$ cat config.mk
export PLATFORM = sky130hd
export DESIGN_NAME = bin_to_bcd_serial
export DESIGN_NICKNAME = d
export VERILOG_FILES = /design/src/rtl/bcd_pkg.sv /design/src/rtl/bcd_add3_cell.sv /design/src/rtl/bin_to_bcd_serial.sv
export SDC_FILE = /design/constraint.sdc
export NUM_CORES = 1
export LEC_CHECK = 0
export ABC_AREA = 1
export CAP_MARGIN = 15
export CORE_MARGIN = 1
export CORE_UTILIZATION = 58
export DETAILED_ROUTE_END_ITERATION = 10
export MAX_ROUTING_LAYER = met4
export PLACE_DENSITY = 0.84
export RECOVER_POWER = 100
export SLEW_MARGIN = 0
export SYNTH_ARGS = -nofsm -noshare
export SYNTH_HDL_FRONTEND = slang
export SYNTH_SLANG_ARGS = --single-unit
$ cat constraint.sdc
create_clock -name clock -period 2.4 [get_ports clock]
set_clock_uncertainty 0.1 [all_clocks]
set_input_delay 0.48 -clock clock [delete_from_list [all_inputs] [get_ports clock]]
set_output_delay 0.48 -clock clock [all_outputs]
set_load 0.03 [all_outputs]
$ cat src/rtl/bcd_pkg.sv
// Shared types and constants for the serial binary-to-BCD converter.
package bcd_pkg;

    typedef enum logic [1:0] {
        IDLE  = 2'd0,
        SHIFT = 2'd1,
        DONE  = 2'd2
    } state_t;

    localparam int BCD_DIGIT_W = 4;
    localparam logic [BCD_DIGIT_W-1:0] ADD3_THRESHOLD = 4'd5;

    // Largest value representable in `digits` decimal digits (10^digits - 1).
    function automatic int max_value(input int digits);
        int v;
        v = 1;
        for (int i = 0; i < digits; i++) begin
            v = v * 10;
        end
        return v - 1;
    endfunction

endpackage

$ cat src/rtl/bcd_add3_cell.sv
// Double-dabble correction for one BCD digit: add 3 when the digit is 5 or more.
module bcd_add3_cell
    import bcd_pkg::*;
(
    input  logic [BCD_DIGIT_W-1:0] digit_in,
    output logic [BCD_DIGIT_W-1:0] digit_out
);

    assign digit_out = (digit_in >= ADD3_THRESHOLD) ? digit_in + 4'd3 : digit_in;

endmodule

$ cat src/rtl/bin_to_bcd_serial.sv
// Serial shift-and-add-3 binary-to-BCD converter, one input bit per clock,
// with input saturation and a leading-zero blank mask for the display decoders.
//
//   state | meaning
//   IDLE  | waiting for start, outputs hold last result
//   SHIFT | converting, one bit per cycle for WIDTH cycles
//   DONE  | result registered this cycle, start here restarts immediately
module bin_to_bcd_serial
    import bcd_pkg::*;
#(
    parameter int WIDTH  = 14,
    parameter int DIGITS = 4
) (
    input  logic                          clock,
    input  logic                          resetn,
    input  logic                          start,
    input  logic [WIDTH-1:0]              bin_in,
    output logic                          busy,
    output logic                          done,
    output logic [BCD_DIGIT_W*DIGITS-1:0] bcd_out,
    output logic [DIGITS-1:0]             blank,
    output logic                          overflow
);

    localparam int BCD_W     = BCD_DIGIT_W * DIGITS;
    localparam int WORK_W    = BCD_W + WIDTH;
    localparam int CNT_W     = $clog2(WIDTH + 1);
    localparam int MAX_VALUE = max_value(DIGITS);

    localparam logic [WIDTH-1:0]  MAX_BIN    = WIDTH'(MAX_VALUE);
    localparam logic [CNT_W-1:0]  LAST_SHIFT = CNT_W'(WIDTH - 1);
    localparam logic [DIGITS-1:0] BLANK_RST  = ~DIGITS'(1);

    state_t             state;
    logic [WORK_W-1:0]  work_q;
    logic [CNT_W-1:0]   cnt;
    logic               ovf_pend;

    logic [BCD_W-1:0]   bcd_adj;
    logic [WORK_W-1:0]  work_next;
    logic [BCD_W-1:0]   bcd_next;
    logic [DIGITS-1:0]  blank_next;
    logic               ovf_in;

    for (genvar g = 0; g < DIGITS; g++) begin : g_add3
        bcd_add3_cell u_add3 (
            .digit_in  (work_q[WIDTH + g*BCD_DIGIT_W +: BCD_DIGIT_W]),
            .digit_out (bcd_adj[g*BCD_DIGIT_W +: BCD_DIGIT_W])
        );
    end

    assign work_next = {bcd_adj, work_q[WIDTH-1:0]} << 1;
    assign bcd_next  = work_next[WORK_W-1:WIDTH];
    assign ovf_in    = 32'(bin_in) > $unsigned(MAX_VALUE);

    // A digit is blanked only if it and every more significant digit are zero.
    always_comb begin
        logic all_zero;
        blank_next = '0;
        all_zero   = 1'b1;
        for (int i = DIGITS - 1; i >= 1; i--) begin
            all_zero      = all_zero & (bcd_next[i*BCD_DIGIT_W +: BCD_DIGIT_W] == '0);
            blank_next[i] = all_zero;
        end
    end

    always_ff @(posedge clock or negedge resetn) begin
        if (!resetn) begin
            state    <= IDLE;
            work_q   <= '0;
            cnt      <= '0;
            ovf_pend <= 1'b0;
            busy     <= 1'b0;
            done     <= 1'b0;
            bcd_out  <= '0;
            blank    <= BLANK_RST;
            overflow <= 1'b0;
        end else begin
            done <= 1'b0;
            case (state)
                IDLE, DONE: begin
                    if (start) begin
                        state    <= SHIFT;
                        busy     <= 1'b1;
                        work_q   <= {{BCD_W{1'b0}}, (ovf_in ? MAX_BIN : bin_in)};
                        ovf_pend <= ovf_in;
                        cnt      <= LAST_SHIFT;
                    end else begin
                        state <= IDLE;
                    end
                end
                SHIFT: begin
                    work_q <= work_next;
                    if (cnt == '0) begin
                        state    <= DONE;
                        busy     <= 1'b0;
                        done     <= 1'b1;
                        bcd_out  <= bcd_next;
                        blank    <= blank_next;
                        overflow <= ovf_pend;
                    end else begin
                        cnt <= cnt - 1'b1;
                    end
                end
                default: begin
                    state <= IDLE;
                    busy  <= 1'b0;
                end
            endcase
        end
    end

endmodule

==> results.rst, run 1 <==
.. list-table::
   :header-rows: 1

   * - Metric
     - Value
   * - Result of the run
     - completed
   * - Total design power
     - between 4 and 5 mW
   * - Slew at the pin closest to its max-slew limit
     - 0.6845 ns
   * - Overall via count from detail_route
     - 2457
   * - Antenna-violating nets left
     - 0
   * - CTS sink cnt
     - 59
   * - Adder and majority cell fraction of the synthesized area
     - under 10%
   * - Commonest register cell after synthesis
     - sky130_fd_sc_hd__dfrtp_1
   * - Antenna violations before repair
     - 0
   * - Peak ir drop on the vdd network
     - 0.6377 mV
   * - Area of the die
     - approximately 5200 um2
   * - Number of synthesized flops with an enable pin
     - 0
   * - Crit path DAT
     - roughly 1.6 ns
   * - Number of antenna diodes
     - 0
   * - Leading post-synthesis cells by cell area
     - sky130_fd_sc_hd__dfrtp_1 (49%), sky130_fd_sc_hd__nand2_1 (13%), sky130_fd_sc_hd__inv_1 (4.3%)
   * - Top cell family by delay on the critical path
     - buffers and inverters
   * - Number of warning messages in the yosys log
     - 0
   * - Multiplexer fraction of the synthesized cell area
     - 0%
   * - Place WS
     - between 0.3 and 0.4 ns
   * - Ordered list of cells on the worst path
     - dlygate4sd3_1
   * - Clock Tree Root
     - sky130_fd_sc_hd__clkbuf_8
   * - Yosys top cell area share
     - 48.99%
   * - Post-synthesis async set-or-reset flop share
     - 100.0%
   * - Required time worst endpoint
     - 1.82 ns
   * - Worst setup margin
     - 0.2145 ns
   * - Nets in the synthesized netlist
     - 364
   * - WL final
     - 5.995 mm
   * - Share of the core filled with cells
     - 72.85%
   * - Top cells by instance count after synthesis
     - sky130_fd_sc_hd__nand2_1 (102), sky130_fd_sc_hd__dfrtp_1 (56), sky130_fd_sc_hd__inv_1 (33)
   * - Overall global routing resource usage
     - 26.84%
   * - Number of vias per cell after detailed routing
     - roughly 5.4
   * - Clock insertion delay at the later pin of the skew report
     - 0.34 ns
   * - Fin Hold WS
     - 0.3779 ns
   * - CTS tree
     - yes
   * - Number of DRC violations after detailed routing
     - 0
   * - Most common cell in the synthesized netlist
     - sky130_fd_sc_hd__nand2_1
   * - FP Rows
     - 25
   * - Leakage power
     - 1.734 nW
   * - Number of synthesized register bits
     - 59
   * - Post-CTS resize count
     - 0
   * - Horiz. Die Dim
     - 72.23 um
   * - Area added between synthesis and finish
     - 20.30%
   * - Critical path's slowest cell
     - sky130_fd_sc_hd__dlygate4sd3_1
   * - Post-synthesis instance area
     - 2860 um2
   * - # nets final
     - 406
   * - Count of TritonRoute iterations in the first routing pass
     - 5
   * - Gate Count Post-Synth
     - between 300 and 400
   * - Vias in the first global route
     - 2329
   * - Largest buffer count on any clock path
     - 2
   * - Final Hold Violating Endpoints
     - 0
   * - Largest stage delay, worst path
     - 0.73 ns
   * - Sequential share of the synthesized area
     - 51.75%
   * - Category of the worst setup path launch point
     - flip-flop
   * - Worst Path Buf+Inv
     - 1
   * - RSZ-0062 raised after global routing
     - no
   * - IO Pins
     - 40
   * - Max Fanout on Critical Path
     - 2
   * - Post-synthesis xor/xnor area fraction
     - less than 1%
   * - Number of filler instances in the final layout
     - 379
   * - Main combinational cell family by area after synthesis
     - simple AND/OR/NAND/NOR gates
   * - Ratio of cells with drive above 1 in the final layout
     - 6.234%
   * - Worst hold-check path type
     - flip-flop to flip-flop
   * - CTS buffer count
     - 9
   * - Pin count of the biggest net entering global routing
     - 52
   * - Post-Syn Area per Cell
     - between 8 and 9 um2
   * - HPWL after detailed placement
     - between 4 and 5 mm
   * - Initial core utilization
     - 60.56%
   * - Max Slew Vio Count
     - 0
   * - PwrDens
     - 1444 nW/um2
   * - Share of the synthesized area in compound gates (AO/OA/AOI/OAI)
     - 11.99%
   * - Starting DRC count in detailed routing
     - between 150 and 200
   * - Number of distinct library cells after synthesis
     - 31
   * - Number of max-capacitance violations reported
     - 0
   * - Sum of negative setup slack
     - 0 ns
   * - WS Path Type
     - flip-flop to primary output
   * - Top achievable clock speed
     - 0.4576 GHz
   * - Routability Congestion
     - 0.8729
   * - CTS clock-pin slew for the worst setup and hold paths
     - 0.07 ns
   * - Worst Setup End Kind
     - primary output
   * - Headroom to the max-slew limit
     - 54.37%
   * - Minimum clock period
     - 2.185 ns
   * - Die extent in y
     - 72.23 um
   * - Htree depth
     - 3
   * - Core box area
     - 4723 um2
   * - DR WL/cell
     - 13.26 um
   * - Synth area leader
     - sky130_fd_sc_hd__dfrtp_1
   * - Final setup violation count
     - 0
   * - Gr ovfl total
     - 0
   * - Port buffer count
     - 38
   * - First-pass GRT wire length
     - 10.38 mm
   * - Final critical-path share of the clock period
     - 91.06%
   * - Simple-gate share of the synthesized area
     - 24.10%
-- logic make-up (layout without fill, tap and decap cells) --
kind of cell	Yosys count	after routing
fa+ha+maj	9	9
other cells	1	1
buf+inv	50	97
compound gates	60	60
flops	59	59
simple gates	158	158
xor+xnor	1	1
-- report_power, final --
group,switching [mW],leakage (nW),internal [mW],total (mW)
registers,0.253,0.724,1.46,1.71
clock network,0.379,0.0965,0.457,0.836
logic,1.59,0.914,0.832,2.43
total,2.23,1.73,2.74,4.97
-- metal layers --
metal,global-route usage (%),vias to the layer above,routed length (um)
li1,-,1198,-
met1,33.64,1161,2752
met2,42.68,90,2870
met3,5.556,8,311
met4,11.11,0,61
met5,-,-,0
-- layout make-up --
type / instances / area [um2] / area share (%)
Clock buffer: 14 / 172.7 / 5.018
Inverter: 37 / 141.4 / 4.109
Multi-Input combinational cell: 229 / 1145 / 33.27
Clock inverter: 2 / 10.01 / 0.2909
Timing Repair Buffer: 44 / 407.9 / 11.85
Tap cell: 67 / 83.83 / 2.436
Sequential cell: 59 / 1480 / 43.02
-- final timing paths --
path,start,end,slack (ns),cells past startpoint
max,blank[3],blank[3],0.21,1
min,bcd_out[11],bcd_out[11],0.38,2
max reg2reg,state[1],work_q[28],0.33,5
min reg2reg,bcd_out[11],bcd_out[11],0.38,2
max in group asynchronous,resetn,cnt[3],0.58,3
min in group asynchronous,resetn,work_q[16],0.51,2
-- sequential cells by signal (all words and copies together) (netlist names) --
signal    cells
bcd_out      16
blank         3
busy          1
cnt           4
done          1
overflow      1
ovf_pend      1
state         2
work_q       30
-- through the flow --
stage,instance area (um2),instances
finish,3441,452
global route,3441,452
CTS,3481,452
detailed placement,3288,435
global placement,3288,435
floorplan,2860,338
-- placed cells by master, fill, tap and decap left out --
cell type                           n
sky130_fd_sc_hd__a21oi_1            7
sky130_fd_sc_hd__o21ai_1            3
sky130_fd_sc_hd__inv_1             36
sky130_fd_sc_hd__o211ai_1           6
sky130_fd_sc_hd__xor2_1             1
sky130_fd_sc_hd__clkdlybuf4s50_1   14
sky130_fd_sc_hd__nand3_1           17
sky130_fd_sc_hd__dfstp_2            3
sky130_fd_sc_hd__ha_1               9
sky130_fd_sc_hd__nand2_2            1
sky130_fd_sc_hd__clkbuf_8          12
sky130_fd_sc_hd__o311ai_0           2
sky130_fd_sc_hd__dlygate4sd3_1     24
sky130_fd_sc_hd__nor2_8             1
sky130_fd_sc_hd__o22ai_1           16
sky130_fd_sc_hd__clkbuf_2           1
sky130_fd_sc_hd__inv_4              1
sky130_fd_sc_hd__clkbuf_4           1
sky130_fd_sc_hd__or2_1              1
sky130_fd_sc_hd__or2_2              1
sky130_fd_sc_hd__nand2_1          103
sky130_fd_sc_hd__and2_1             2
sky130_fd_sc_hd__nand3_2            1
sky130_fd_sc_hd__nor2_1            20
sky130_fd_sc_hd__o21ai_0           26
sky130_fd_sc_hd__clkinv_2           2
sky130_fd_sc_hd__clkbuf_1           6
sky130_fd_sc_hd__dfrtp_1           56
sky130_fd_sc_hd__conb_1             1
sky130_fd_sc_hd__nand4_1           11
-- timing repair --
| item | 4_1_cts | 5_1_grt |
|---|---|---|
| hold buffers | 1 | 0 |
| endpoints found under the hold margin | 8 | 0 |
| buffers inserted | 0 | 0 |
(Power assumes the default switching activity.)
==> run 2, diff against run 1 <==
--- a/config.mk
+++ b/config.mk
@@ -8,10 +8,10 @@
 export ABC_AREA = 1
 export CAP_MARGIN = 15
 export CORE_MARGIN = 1
-export CORE_UTILIZATION = 58
+export CORE_UTILIZATION = 54
 export DETAILED_ROUTE_END_ITERATION = 10
 export MAX_ROUTING_LAYER = met4
-export PLACE_DENSITY = 0.84
+export PLACE_DENSITY = 0.79
 export RECOVER_POWER = 100
 export SLEW_MARGIN = 0
 export SYNTH_ARGS = -nofsm -noshare
==> constraint.sdc (replaced) <==
create_clock -name clock -period 2.3 [get_ports clock]
set_clock_uncertainty 0.1 [all_clocks]
set_input_delay 0.345 -clock clock [delete_from_list [all_inputs] [get_ports clock]]
set_output_delay 0.345 -clock clock [all_outputs]
set_load 0.03 [all_outputs]
==> run 2 against run 1 <==
Wire length decreased by 0.53%. Sequential share of layout area decreased by 0.22 points. Non-clock buffer count increased by 1. Sequential power increased by 4%. Worst setup slack improved by 0.023 ns. Hold slack got worse by 0.014 ns. Largest power group unchanged. Critical path type unchanged. Flip-flop and latch count unchanged. Global-route usage decreased by 1.4 points. Final cell count increased by 0.66%.
==> results.rst, run 2 (synthesis gave the netlist of run 1 again) <==
.. list-table::
   :header-rows: 1

   * - Metric
     - Value
   * - Worst Path Buf+Inv
     - 1 (unchanged)
   * - Result of the run
     - completed
   * - Max Fanout on Critical Path
     - 2 (unchanged)
   * - FP Rows
     - 26 (+4.0%)
   * - Most frequent cells in the layout
     - sky130_fd_sc_hd__nand2_1 (103), sky130_fd_sc_hd__dfrtp_1 (56), sky130_fd_sc_hd__inv_1 (35), sky130_fd_sc_hd__o21ai_0 (24), sky130_fd_sc_hd__dlygate4sd3_1 (24)
   * - CTS clock-pin slew for the worst setup and hold paths
     - 0.06 ns (about the same)
   * - Starting DRC count in detailed routing
     - 95 (-44%)
   * - Critical path's slowest cell
     - sky130_fd_sc_hd__dlygate4sd3_1
   * - Ordered list of cells on the worst path
     - dlygate4sd3_1
   * - Htree depth
     - 3 (unchanged)
   * - Number of max-capacitance violations reported
     - 0 (unchanged)
   * - Core box area
     - 5107 um2 (+8.1%)
   * - Category of the worst setup path launch point
     - flip-flop
   * - Worst Setup End Kind
     - primary output
   * - Setup Fix Bufs, Post-CTS
     - 0 (unchanged)
   * - Clock insertion delay at the later pin of the skew report
     - 0.34 ns (about the same)
   * - Initial core utilization
     - 56.00% (-4.6 points)
   * - WL final
     - 5.963 mm (-0.53%)
   * - Number of DRC violations after detailed routing
     - 0 (unchanged)
   * - Number of vias per cell after detailed routing
     - 5.288 (-2.7%)
   * - CTS buffer count
     - 9 (unchanged)
   * - Max Slew Vio Count
     - 0 (unchanged)
   * - Worst hold-check path type
     - flip-flop to flip-flop
   * - Routability Congestion
     - 0.8633 (-1.1%)
   * - Area of the die
     - 5592 um2 (+7.2%)
   * - Sum of negative setup slack
     - 0 ns (unchanged)
   * - First-pass GRT wire length
     - 10.14 mm (-2.3%)
   * - Top cell family by delay on the critical path
     - buffers and inverters
   * - Peak ir drop on the vdd network
     - 0.6142 mV (-3.7%)
   * - PwrDens
     - 1506 nW/um2 (+4.3%)
   * - Headroom to the max-slew limit
     - 31.93% (-22 points)
   * - Ratio of cells with drive above 1 in the final layout
     - 7.273% (+1.0 points)
   * - Crit path DAT
     - 1.62 ns (about the same)
   * - Final Instance Area
     - 3458 um2 (+0.51%)
   * - RSZ-0062 raised after global routing
     - no
   * - Antenna violations before repair
     - 0 (unchanged)
   * - Port buffer count
     - 38 (unchanged)
   * - Final setup violation count
     - 0 (unchanged)
   * - Clock Tree Root
     - sky130_fd_sc_hd__clkbuf_8
   * - Minimum clock period
     - a little over 2 ns
   * - WS Path Type
     - flip-flop to primary output
   * - Largest register by flop count
     - work_q
   * - Final Hold Violating Endpoints
     - 0 (unchanged)
   * - DR WL/cell
     - 13.11 um (-1.2%)
   * - Number of antenna diodes
     - 0 (unchanged)
   * - CTS sink cnt
     - 59 (unchanged)
   * - Top achievable clock speed
     - 0.4848 GHz
   * - Final critical-path share of the clock period
     - 89.69%
   * - # nets final
     - 407 (+0.25%)
   * - Die extent in y
     - 74.78 um (+3.5%)
   * - Largest registers ranked by flip-flop count
     - work_q (30), bcd_out (16), cnt (4)
   * - Antenna-violating nets left
     - 0 (unchanged)
   * - Vias in the first global route
     - 2225 (-4.5%)
   * - Leakage power
     - 1.748 nW (+0.81%)
   * - Flip-flop count of the largest register after layout
     - 30 (unchanged)
   * - Area added between synthesis and finish
     - 20.91%
   * - HPWL after detailed placement
     - 4.166 mm (+0.78%)
   * - Largest stage delay, worst path
     - 0.74 ns (about the same)
   * - Count of TritonRoute iterations in the first routing pass
     - 4 (-1)
   * - Overall global routing resource usage
     - 25.47% (-1.4 points)
   * - Placed cell areas
     - 3287 um2 (about the same)
   * - Most common cell after layout, fill and taps aside
     - sky130_fd_sc_hd__nand2_1
   * - Overall via count from detail_route
     - 2406 (-2.1%)
   * - CTS tree
     - yes
   * - Gr ovfl total
     - 0 (unchanged)
   * - Pin count of the biggest net entering global routing
     - 29 (-44%)
   * - Horiz. Die Dim
     - 74.78 um (+3.5%)
   * - Slew at the pin closest to its max-slew limit
     - 1.021 ns (+0.3365 ns)
   * - IO Pins
     - 40 (unchanged)
   * - Largest buffer count on any clock path
     - 2 (unchanged)
   * - Required time worst endpoint
     - 1.86 ns (+0.04 ns)
-- run 2: power by group --
group | switching, mW | internal (mW)
sequential | 0.250 | 1.52
clock | 0.382 | 0.530
combinational | 1.65 | 0.880
-- run 2: per-layer routing --
layer | vias to the layer above | global-route usage [%] | share of wire (%)
met5 | - | - | 0
met4 | 0 | 10.69 | 2.0
met3 | 14 | 6.560 | 4.3
met2 | 63 | 39.34 | 47
met1 | 1127 | 31.90 | 47
li1 | 1202 | - | -
-- run 2: metrics by stage --
step	instances	utilization, %	worst slack (ns)	hold WS, ns	total power [mW]
6_report	455	67.71	0.2372	0.3639	5.207
2_1_floorplan	338	-	0.7240	-0.05059	3.661
5_1_grt	455	67.71	0.1504	0.3982	5.666
3_3_place_gp	439	64.36	0.5047	0.2069	4.305
3_5_place_dp	439	64.36	0.4213	0.2079	4.422
4_1_cts	455	68.42	0.2956	0.3698	5.349
-- run 2: tightest hold or removal path: stages, from the launching register on --
cell                      delay, ns
sky130_fd_sc_hd__dfstp_2       0.37
sky130_fd_sc_hd__nand2_1       0.05
sky130_fd_sc_hd__nand2_1       0.05
-- run 2: path summary, 6_finish.rpt --
kind | startpoint | to | slack, ns | depth (start not counted)
worst max register to register | state[1] | work_q[26] | 0.33 | 5
max in group asynchronous | resetn | blank[1] | 0.61 | 3
worst max-delay path | blank[2] | blank[2] | 0.24 | 1
worst min-delay path | blank[1] | blank[1] | 0.36 | 2
worst min register to register | blank[1] | blank[1] | 0.36 | 2
min in group asynchronous | resetn | cnt[1] | 0.60 | 2
-- run 2: repair_timing --
action,in CTS,in global routing
gates resized for setup,0,0
endpoints found under the hold margin,18,0
hold buffers,1,0
-- run 2: final cells by class --
| cell class | count | area, um2 |
|---|---|---|
| flip-flops and latches | 59 | 1480 |
| fillers | 457 | 1649 |
| multi-input cells | 229 | 1131 |
| well taps | 70 | 87.58 |
| clock buffers | 14 | 192.7 |
| clock inverters | 1 | 5.005 |
| inverters | 37 | 138.9 |
| repair buffers | 45 | 422.9 |
==> run 3, diff against run 2 <==
--- a/config.mk
+++ b/config.mk
@@ -7,9 +7,10 @@
 export LEC_CHECK = 0
 export ABC_AREA = 1
 export CAP_MARGIN = 15
-export CORE_MARGIN = 1
+export CORE_MARGIN = 5
 export CORE_UTILIZATION = 54
 export DETAILED_ROUTE_END_ITERATION = 10
+export HOLD_SLACK_MARGIN = 0.06
 export MAX_ROUTING_LAYER = met4
 export PLACE_DENSITY = 0.79
 export RECOVER_POWER = 100
==> run 3 against run 2 <==
Combinational power hardly changed. First-iteration DRC count is 18% higher. Final cell count stayed put. Sequential share of layout area hardly changed. Critical endpoint unchanged. Largest cell class unchanged. Highest routed layer unchanged.
==> results.rst, run 3 (synthesis gave the netlist of run 1 again) <==
.. list-table::
   :header-rows: 1

   * - Metric
     - Value
   * - Core box area
     - 5140 um2 (+0.64%)
   * - Register-to-Register Setup Slack
     - 0.31 ns (-0.02 ns)
   * - Worst setup margin
     - 0.2529 ns (+0.01570 ns)
   * - Gr ovfl total
     - 0 (unchanged)
   * - Area of the die
     - 6853 um2 (+23%)
   * - First-pass GRT wire length
     - 10.08 mm (-0.55%)
   * - Critical path's slowest cell
     - sky130_fd_sc_hd__dlygate4sd3_1
   * - Category of the worst setup path launch point
     - flip-flop
   * - Most common cell after layout, fill and taps aside
     - sky130_fd_sc_hd__nand2_1
   * - Peak ir drop on the vdd network
     - 0.6388 mV (+4.0%)
   * - Final setup violation count
     - 0 (unchanged)
   * - Vias in the first global route
     - 2352 (+5.7%)
   * - Initial core utilization
     - 55.65% (-0.35 points)
   * - Count of TritonRoute iterations in the first routing pass
     - 5 (+1)
   * - Final critical-path share of the clock period
     - 89.00% (-0.68 points)
   * - RSZ-0062 raised after global routing
     - no
   * - Overall global routing resource usage
     - 20.31% (-5.2 points)
   * - Worst Path Buf+Inv
     - 1 (unchanged)
   * - Internal portion of total power
     - 2.829 mW (-3.4%)
   * - HPWL after detailed placement
     - 4.206 mm (+0.97%)
   * - Clock insertion delay at the later pin of the skew report
     - 0.33 ns (about the same)
   * - Clock Tree Root
     - sky130_fd_sc_hd__clkbuf_8
   * - Sum of negative setup slack
     - 0 ns (unchanged)
   * - Largest buffer count on any clock path
     - 2 (unchanged)
   * - Required time worst endpoint
     - 1.86 ns (about the same)
   * - Switch Pwr
     - 2.289 mW (+0.51%)
   * - Port buffer count
     - 38 (unchanged)
   * - Overall via count from detail_route
     - 2412 (+0.25%)
   * - Routability Congestion
     - 0.8693 (+0.70%)
   * - WL final
     - 5.981 mm (+0.30%)
   * - Setup Fix Bufs, Post-CTS
     - 0 (unchanged)
   * - Antenna-violating nets left
     - 0 (unchanged)
   * - Final std cells w/o fill
     - 455 (unchanged)
   * - Number of max-capacitance violations reported
     - 0 (unchanged)
   * - Proportion of power drawn by flip-flops and latches
     - 34.7% (+0.7 points)
   * - Number of antenna diodes
     - 0 (unchanged)
   * - Top achievable clock speed
     - 0.4885 GHz (+0.77%)
   * - Antenna violations before repair
     - 0 (unchanged)
   * - WS Path Type
     - flip-flop to primary output
   * - Worst hold-check path type
     - flip-flop to flip-flop
   * - Pin count of the biggest net entering global routing
     - 60 (+110%)
   * - Flip-flop count of the largest register after layout
     - 30 (unchanged)
   * - Clock Power Share
     - 15.5% (-2.0 points)
   * - DR WL/cell
     - 13.15 um (+0.30%)
   * - Die extent in y
     - 82.78 um (+11%)
   * - Htree depth
     - 3 (unchanged)
   * - Top cell family by delay on the critical path
     - buffers and inverters
   * - Largest register by flop count
     - work_q
   * - Ratio of cells with drive above 1 in the final layout
     - 7.273% (unchanged)
   * - Largest stage delay, worst path
     - 0.74 ns (about the same)
   * - Number of filler instances in the final layout
     - 440 (-3.7%)
   * - Total of hold buffers inserted after clock tree synthesis
     - 1 (unchanged)
   * - # nets final
     - 407 (unchanged)
   * - Ordered list of cells on the worst path
     - dlygate4sd3_1
   * - Starting DRC count in detailed routing
     - 112 (+18%)
   * - Crit path DAT
     - 1.60 ns (-0.02 ns)
   * - Max Fanout on Critical Path
     - 2 (unchanged)
   * - PwrDens
     - 1481 nW/um2 (-1.6%)
   * - CTS tree
     - yes
   * - CTS clock-pin slew for the worst setup and hold paths
     - 0.06 ns (about the same)
   * - CTS sink cnt
     - 59 (unchanged)
   * - Placed cell areas
     - 3299 um2 (+0.38%)
   * - Horiz. Die Dim
     - 82.78 um (+11%)
   * - Number of DRC violations after detailed routing
     - 0 (unchanged)
   * - Post-Place Cells
     - 439 (unchanged)
   * - Number of vias per cell after detailed routing
     - 5.301 (+0.25%)
   * - Leakage power
     - 1.733 nW (-0.86%)
   * - Most frequent cells in the layout
     - sky130_fd_sc_hd__nand2_1 (102), sky130_fd_sc_hd__dfrtp_1 (56), sky130_fd_sc_hd__inv_1 (35), sky130_fd_sc_hd__o21ai_0 (26), sky130_fd_sc_hd__dlygate4sd3_1 (24)
   * - Worst Setup End Kind
     - primary output
   * - Place WS
     - 0.3593 ns (-0.06201 ns)
   * - Result of the run
     - completed
   * - Area added between synthesis and finish
     - 20.82% (about the same)
   * - Largest registers ranked by flip-flop count
     - work_q (30), bcd_out (16), cnt (4)
   * - Final Hold Violating Endpoints
     - 0 (unchanged)
   * - Final Instance Area
     - 3456 um2 (about the same)
   * - Minimum clock period
     - 2.047 ns (-0.01570 ns)
   * - Combinational group share of total power
     - 49.8% (+1.3 points)
   * - FP Rows
     - 26 (unchanged)
   * - Switching share of total power
     - 44.73% (+0.99 points)
   * - Max Slew Vio Count
     - 0 (unchanged)
   * - Post-CTS resize count
     - 0 (unchanged)
   * - IO Pins
     - 40 (unchanged)
   * - CTS buffer count
     - 9 (unchanged)
-- run 3: changes by cell type in the layout (fill, tap and decap cells not counted), moves of 2 or more --
cell | before | now
sky130_fd_sc_hd__clkbuf_8 | 14 | 10
sky130_fd_sc_hd__clkbuf_1 | 2 | 4
sky130_fd_sc_hd__clkinv_2 | 1 | 3
sky130_fd_sc_hd__o21ai_0 | 24 | 26
sky130_fd_sc_hd__o21ai_1 | 5 | 3
-- run 3: power by group through the flow --
stage          clock (mW)  combinational (mW)  sequential (mW)
2_1_floorplan           0                1.63             2.03
3_3_place_gp            0                2.55             1.78
3_5_place_dp            0                2.65             1.79
4_1_cts             0.812                2.66             1.78
5_1_grt             0.863                2.87             1.83
6_report            0.793                2.55             1.78
-- run 3: path summary, 6_finish.rpt --
check / to / cells past startpoint / start
max reg2reg: work_q[12] / 6 / state[1]
min: blank[2] / 2 / blank[2]
max in group asynchronous: blank[1] / 3 / resetn
min reg2reg: blank[2] / 2 / blank[2]
max: blank[2] / 1 / blank[2]
min in group asynchronous: bcd_out[3] / 3 / resetn
-- run 3: routing by layer --
metal  part of all wire [%]  track usage [%]  up-vias  routed length (um)
li1                       -                -     1200                   -
met4                    1.9            11.60        0                 114
met3                    5.3            4.536       11                 316
met5                      0                -        -                   0
met1                     46            23.15     1139                2737
met2                     47            33.01       62                2812
-- run 3: final cells by class --
class	count	area, um2	share of cell area (%)
tap	70	87.58	2.534
inverter	37	140.1	4.055
clock buffer	12	145.1	4.200
timing repair buffer	45	437.9	12.67
clock inverter	3	15.01	0.4345
sequential	59	1480	42.83
multi-input combinational	229	1150	33.27
-- run 3: per-stage QoR --
stage                     utilization, %  hold WS (ns)  power (mW)
final                              67.23        0.3733       5.118
after global routing               67.23        0.3899       5.564
after CTS                          67.50        0.3747       5.250
after detailed placement           64.19        0.2705       4.443
after global placement             64.19        0.2703       4.328
after floorplan                        -      -0.05059       3.661
